--- config.mk ---
export PLATFORM = sky130hd
export DESIGN_NAME = tx_buffered_engine
export DESIGN_NICKNAME = d
export VERILOG_FILES = /design/src/rtl/tx_buffered_engine_pkg.sv /design/src/rtl/tx_fifo.sv /design/src/rtl/tx_buffered_engine.sv
export SDC_FILE = /design/constraint.sdc
export NUM_CORES = 1
export LEC_CHECK = 0
export CAP_MARGIN = 30
export CORE_ASPECT_RATIO = 0.9
export CORE_MARGIN = 3
export CORE_UTILIZATION = 29
export DETAILED_ROUTE_END_ITERATION = 7
export PLACE_DENSITY = 0.47
export SLEW_MARGIN = 20
export SYNTH_ARGS = -nofsm -noshare
export SYNTH_HDL_FRONTEND = slang
export SYNTH_HIERARCHICAL = 1
export SYNTH_SLANG_ARGS = --single-unit
--- constraint.sdc ---
create_clock -name clk -period 4.4 [get_ports clk]
set_clock_uncertainty 0.15 [all_clocks]
set_input_delay 1.1 -clock clk [delete_from_list [all_inputs] [get_ports clk]]
set_output_delay 1.1 -clock clk [all_outputs]
set_load 0.01 [all_outputs]
--- src/rtl/tx_buffered_engine_pkg.sv ---
// Shared types and constants for the buffered serial transmitter:
// FSM encodings, frame geometry, parity select and the frame builder.
package tx_buffered_engine_pkg;

  localparam int FRAME_BITS = 11;
  localparam int BAUD_W     = 19;
  localparam int DATA_W     = 8;
  localparam int BIT_CNT_W  = 4;

  typedef enum logic [1:0] {
    ST_IDLE  = 2'd0,
    ST_LOAD  = 2'd1,
    ST_SHIFT = 2'd2
  } tx_state_e;

  typedef enum logic {
    PAR_EVEN = 1'b0,
    PAR_ODD  = 1'b1
  } par_sel_e;

  // Frame in transmit order, bit 0 first: start, nine payload bits, stop.
  function automatic logic [FRAME_BITS-1:0] build_frame(
    input logic [DATA_W-1:0] d,
    input logic              eight,
    input logic              pen,
    input par_sel_e          par_sel
  );
    logic       parity;
    logic [8:0] payload;
    parity       = (eight ? ^d : ^d[6:0]) ^ (par_sel == PAR_ODD);
    payload[6:0] = d[6:0];
    payload[7]   = eight ? d[7] : (pen ? parity : 1'b1);
    payload[8]   = (eight && pen) ? parity : 1'b1;
    return {1'b1, payload, 1'b0};
  endfunction

endpackage

--- src/rtl/tx_fifo.sv ---
// Holding FIFO for bytes awaiting transmission; full/empty come from an
// occupancy count so all DEPTH entries are usable.
module tx_fifo
  import tx_buffered_engine_pkg::*;
#(
  parameter int DEPTH = 4
) (
  input  logic              clk,
  input  logic              resetNew,
  input  logic              push,
  input  logic              pop,
  input  logic [DATA_W-1:0] din,
  output logic [DATA_W-1:0] dout,
  output logic              full,
  output logic              empty
);

  localparam int AW = $clog2(DEPTH);
  localparam int CW = $clog2(DEPTH + 1);

  logic [DATA_W-1:0] mem_q [DEPTH];
  logic [AW-1:0]     wr_ptr_q;
  logic [AW-1:0]     rd_ptr_q;
  logic [CW-1:0]     count_q;
  logic              do_push;
  logic              do_pop;

  assign full    = (count_q == CW'(DEPTH));
  assign empty   = (count_q == '0);
  assign do_pop  = pop && !empty;
  assign do_push = push && (!full || do_pop);
  assign dout    = mem_q[rd_ptr_q];

  // NOTE: the storage array has no reset; validity is tracked by the count,
  // so resetting the data would only add reset fan-out.
  always_ff @(posedge clk) begin
    if (do_push) mem_q[wr_ptr_q] <= din;
  end

  // DEPTH is a power of two, so pointer overflow is the modulo wrap.
  always_ff @(posedge clk or posedge resetNew) begin
    if (resetNew) begin
      wr_ptr_q <= '0;
      rd_ptr_q <= '0;
      count_q  <= '0;
    end else begin
      if (do_push) wr_ptr_q <= wr_ptr_q + AW'(1);
      if (do_pop)  rd_ptr_q <= rd_ptr_q + AW'(1);
      case ({do_push, do_pop})
        2'b10:   count_q <= count_q + CW'(1);
        2'b01:   count_q <= count_q - CW'(1);
        default: count_q <= count_q;
      endcase
    end
  end

endmodule

--- src/rtl/tx_buffered_engine.sv ---
// Buffered asynchronous-serial transmitter: a holding FIFO feeds an
// IDLE/LOAD/SHIFT engine that sends 11-bit frames, each bit K clocks long.
module tx_buffered_engine
  import tx_buffered_engine_pkg::*;
#(
  parameter int DEPTH = 4
) (
  input  logic              clk,
  input  logic              resetNew,
  input  logic              write0,
  input  logic [7:0]        out_port,
  input  logic [18:0]       baud,
  input  logic              EIGHT,
  input  logic              PEN,
  input  logic              OHEL,
  output logic              TXRDY,
  output logic              TXIDLE,
  output logic              OVW,
  output logic              TX
);

  tx_state_e               state_q;
  logic                    tx_q;
  logic                    ovw_q;
  logic                    txidle_q;
  logic [FRAME_BITS-2:0]   shreg_q;
  logic [BAUD_W-1:0]       k_q;
  logic [BAUD_W-1:0]       baud_cnt_q;
  logic [BIT_CNT_W-1:0]    bit_cnt_q;

  logic                    fifo_push;
  logic                    fifo_pop;
  logic                    fifo_full;
  logic                    fifo_empty;
  logic [DATA_W-1:0]       fifo_dout;
  logic [FRAME_BITS-1:0]   frame_w;
  logic                    bit_tick;
  logic                    shift_done;
  logic                    idle_next;

  // Only LOAD pops, and IDLE enters LOAD only when the FIFO holds data.
  assign fifo_pop  = (state_q == ST_LOAD);
  assign fifo_push = write0 && (!fifo_full || fifo_pop);
  assign frame_w   = build_frame(fifo_dout, EIGHT, PEN, par_sel_e'(OHEL));

  tx_fifo #(.DEPTH(DEPTH)) u_fifo (
    .clk      (clk),
    .resetNew (resetNew),
    .push     (fifo_push),
    .pop      (fifo_pop),
    .din      (out_port),
    .dout     (fifo_dout),
    .full     (fifo_full),
    .empty    (fifo_empty)
  );

  always_comb begin
    // NOTE: every combinational output gets a default first, so no path
    // through the block can leave one unassigned and infer a latch.
    bit_tick   = 1'b0;
    shift_done = 1'b0;
    idle_next  = 1'b0;
    if (state_q == ST_SHIFT) begin
      bit_tick   = (baud_cnt_q == k_q - BAUD_W'(1));
      shift_done = bit_tick && (bit_cnt_q == BIT_CNT_W'(FRAME_BITS - 1));
    end
    idle_next = ((state_q == ST_IDLE) && fifo_empty) || shift_done;
  end

  // NOTE: non-blocking assignments throughout, so every flop samples the
  // pre-edge values regardless of statement order.
  always_ff @(posedge clk or posedge resetNew) begin
    if (resetNew) begin
      state_q    <= ST_IDLE;
      tx_q       <= 1'b1;
      ovw_q      <= 1'b0;
      txidle_q   <= 1'b1;
      shreg_q    <= '1;
      k_q        <= BAUD_W'(1);
      baud_cnt_q <= '0;
      bit_cnt_q  <= '0;
    end else begin
      ovw_q    <= write0 && fifo_full && !fifo_pop;
      // Nothing pops outside LOAD, so a write is the only way to leave empty.
      txidle_q <= idle_next && fifo_empty && !write0;
      unique case (state_q)
        ST_IDLE: begin
          if (!fifo_empty) state_q <= ST_LOAD;
        end
        ST_LOAD: begin
          tx_q       <= frame_w[0];
          shreg_q    <= frame_w[FRAME_BITS-1:1];
          k_q        <= (baud == '0) ? BAUD_W'(1) : baud;
          baud_cnt_q <= '0;
          bit_cnt_q  <= '0;
          state_q    <= ST_SHIFT;
        end
        ST_SHIFT: begin
          if (bit_tick) begin
            baud_cnt_q <= '0;
            if (shift_done) begin
              tx_q    <= 1'b1;
              state_q <= ST_IDLE;
            end else begin
              tx_q      <= shreg_q[0];
              shreg_q   <= {1'b1, shreg_q[FRAME_BITS-2:1]};
              bit_cnt_q <= bit_cnt_q + BIT_CNT_W'(1);
            end
          end else begin
            baud_cnt_q <= baud_cnt_q + BAUD_W'(1);
          end
        end
        default: state_q <= ST_IDLE;
      endcase
    end
  end

  assign TX     = tx_q;
  assign OVW    = ovw_q;
  assign TXIDLE = txidle_q;
  assign TXRDY  = ~fifo_full;

endmodule

==> impl_metrics.py <==
metrics = {
    "sta": {
        "setup_viol": 0,
        "maxSlewHeadroom_pct": 39.9,
        "worstMarginPinSlew_ns": 0.900,
        "hold_violations": 0,
        "fin_crit_sh_pct": 85.0,
        "fin_tns_setup_ns": 0,
        "fin_crit_ns": 3.74,
        "worst_slack_ns": 0.659,
        "max_freq_mhz": 267,
        "rsz0062_at_grt": "false",
        "drv_slew": 0,
    },
    "route": {
        "drtAntennaViolNets": 0,
        "drtPass1Iterations": 4,
        "wirelength_mm": 11.2,
        "drc": 0,
        "wl_per_cell_um": 15.3,
        "vias": 3507,
        "drt_first_iter_violations": 221,
        "vias_per_cell": 4.78,
    },
    "cts": {
        "cts_resized": 0,
        "post_cts_buffers": 0,
        "clock_sinks": 95,
        "holdBufCountCts": 0,
        "cts_buffers": 9,
        "insertion_delay_ns": 0.34,
        "root_buffer": "clkbuf_16",
        "cts_tree": "yes",
        "path_clk_slew_ns": 0.07,
        "h-tree-depth": 3,
        "cts_buffer_depth": 2,
    },
    "yosys": {
        "ys_warn_count": 6,
        "yosys.area.top_type": "dfrtp_1",
        "synth_seq_area_share_pct": 49.3,
        "synth-seq-cells": 95,
        "netlist_area_um2": 5170,
        "synth_edf_count": 32,
        "syn_nets": 505,
        "syn-instance-count": 459,
        "synth.distinct_cells": 66,
        "synthArstFlopShare_pct": 66.3,
        "synth.avg_cell_area_um2": 11.3,
        "synth_common_cells": "dfrtp_1 (51), nor2_1 (35), edfxtp_1 (32), xnor2_1 (32), inv_1 (28)",
        "synthTopCellsByArea": "dfrtp_1 (25%), edfxtp_1 (19%), dfstp_2 (6.1%)",
        "yosysMostFrequentCell": "dfrtp_1",
        "ys.flop_type": "dfrtp_1",
        "yosysTopAreaCellShare_pct": 24.7,
    },
    "die": {
        "chipHeight_um": 133,
        "dieArea_um2": 19500,
        "pin_count": 37,
        "coreArea_um2": 17200,
        "start_util_pct": 30.1,
        "die_w_um": 147,
        "fp-row-count": 45,
    },
    "final_layout": {
        "area_growth_pct": 17.2,
        "layout.nets": 539,
        "fill_cells": 1689,
        "final_cells": 733,
        "drive_gt1_share_pct": 17.3,
        "antennaDiodeCount": 0,
    },
    "placed_design": {
        "hpwl_mm": 8.43,
        "numPortBuffers": 36,
        "dp_slack_ns": 0.652,
        "place_inst": 717,
        "place.gp.congestion": 0.834,
    },
    "worst_setup_path": {
        "crit_chain": "inv_1 > ha_1 > or3b_1 > or3_1 > a2111oi_0 > nand4_1 > nor4_4 > buf_4 > nand2_1 > a21boi_0",
        "worstPathMaxFanout": 11,
        "crit_path_top_delay_cell": "a2111oi_0",
        "required_ns": 4.52,
        "worstSetupPathType": "flip-flop to flip-flop",
        "cpPeakStageDelay_ns": 0.54,
        "endpoint_kind": "flip-flop",
        "start_kind": "flip-flop",
        "cp_data_arrival_time_ns": 3.86,
    },
    "worst_hold_path": {
        "min_path_type": "flip-flop to flip-flop",
    },
    "global_routing": {
        "grt_pass1_wl_mm": 18.7,
        "grt_pass1_vias": 3460,
        "grt_max_degree": 29,
        "grt_overflow": 0,
        "grt_usage_pct": 11.9,
        "antenna_found_initial": 0,
    },
    "power_and_ir_drop": {
        "leakagePower_nw": 2.29,
        "peakVddDrop_mv": 0.209,
        "power_density_nw_per_um2": 360,
    },
    "job": {
        "max_cap_viol_count": 0,
    },
    "run_status": {
        "status": "completed",
    },
}
[metal layers]
layer / GRT usage [%] / wire length (µm) / share of wire, % / vias up
li1: - / - / - / 1728
met1: 17.8 / 5850 / 52 / 1725
met2: 17.3 / 4900 / 44 / 41
met3: 1.78 / 278 / 2.5 / 13
met4: 4.39 / 194 / 1.7 / 0
met5: 0 / 0 / 0 / -
[cell usage in the layout (no fill, tap or decap), types with 13 or more instances in the layout]
cell type,netlist,routed
dfrtp_1,51,51
nor2_1,35,35
nor3_1,13,13
edfxtp_1,32,32
clkdlybuf4s50_1,0,36
nand2_1,24,24
inv_1,28,27
xnor2_1,32,32
a21oi_1,18,18
xor2_1,16,16
mux2_2,17,17
nand4_1,15,15
[metrics by stage]
stage / hold slack (ns) / area [µm²] / util, % / total power (W)
final: 0.328 / 6060 / 35.3 / 0.00219
after global routing: 0.341 / 6060 / 35.3 / 0.00230
after CTS: 0.326 / 6060 / 35.3 / 0.00222
after detailed placement: 0.317 / 5780 / 33.7 / 0.00147
after global placement: 0.308 / 5760 / 33.6 / 0.00145
after floorplan: 0.301 / 5170 / - / 0.00134
[sequential cells by signal, summed over array words and instances, names as in the netlist]
name,flops
OVW,1
u_fifo/count_q,3
k_q,19
shreg_q,9
u_fifo/mem_q,32
state_q,2
bit_cnt_q,4
TX,1
u_fifo/wr_ptr_q,2
TXIDLE,1
baud_cnt_q,19
u_fifo/rd_ptr_q,2
[final timing paths]
kind | start | to | slack (ns) | depth (start not counted)
max in group asynchronous | resetNew | shreg_q[7] | 2.34 | 4
worst min register to register | shreg_q[8] | shreg_q[7] | 0.33 | 2
worst max-delay path | k_q[1] | shreg_q[3] | 0.66 | 10
worst min-delay path | shreg_q[8] | shreg_q[7] | 0.33 | 2
worst max register to register | k_q[1] | shreg_q[3] | 0.66 | 10
min in group asynchronous | resetNew | u_fifo/wr_ptr_q[1] | 0.88 | 2
[where the power goes]
part	total (W)	leakage [nW]	internal [W]	switching, W
combinational	0.000364	1.12	0.000178	0.000186
sequential	0.00108	1.04	0.00102	0.0000579
clock	0.000741	0.128	0.000391	0.000350
total	0.00219	2.29	0.00159	0.000594
[critical path, delay by kind of cell, from the launching register on]
kind,cells,cell delay (ns)
compound gates,2,0.80
fa+ha+maj,1,0.23
buf+inv,2,0.33
flops,1,0.41
simple gates,5,1.74
[area by class of cell]
class	count	area [µm²]	share of cell area [%]
clock buffer	10	229	3.78
clock inverter	6	51.3	0.846
inverter	28	105	1.73
multi-input combinational	315	2400	39.6
sequential	95	2550	42.1
tap	235	294	4.85
timing repair buffer	44	433	7.14
[kinds of logic after synthesis]
| group | Yosys count | share of synthesized area, % |
|---|---|---|
| AND/OR/NAND/NOR | 148 | 15.8 |
| XOR/XNOR | 48 | 8.13 |
| multiplexers | 31 | 8.44 |
| flip-flops | 95 | 49.3 |
| buffers and inverters | 49 | 4.26 |
| AO/OA/AOI/OAI | 75 | 10.7 |
| adder cells (fa/ha/maj) | 13 | 3.29 |
Note: power is estimated with default switching activity, not from simulation.
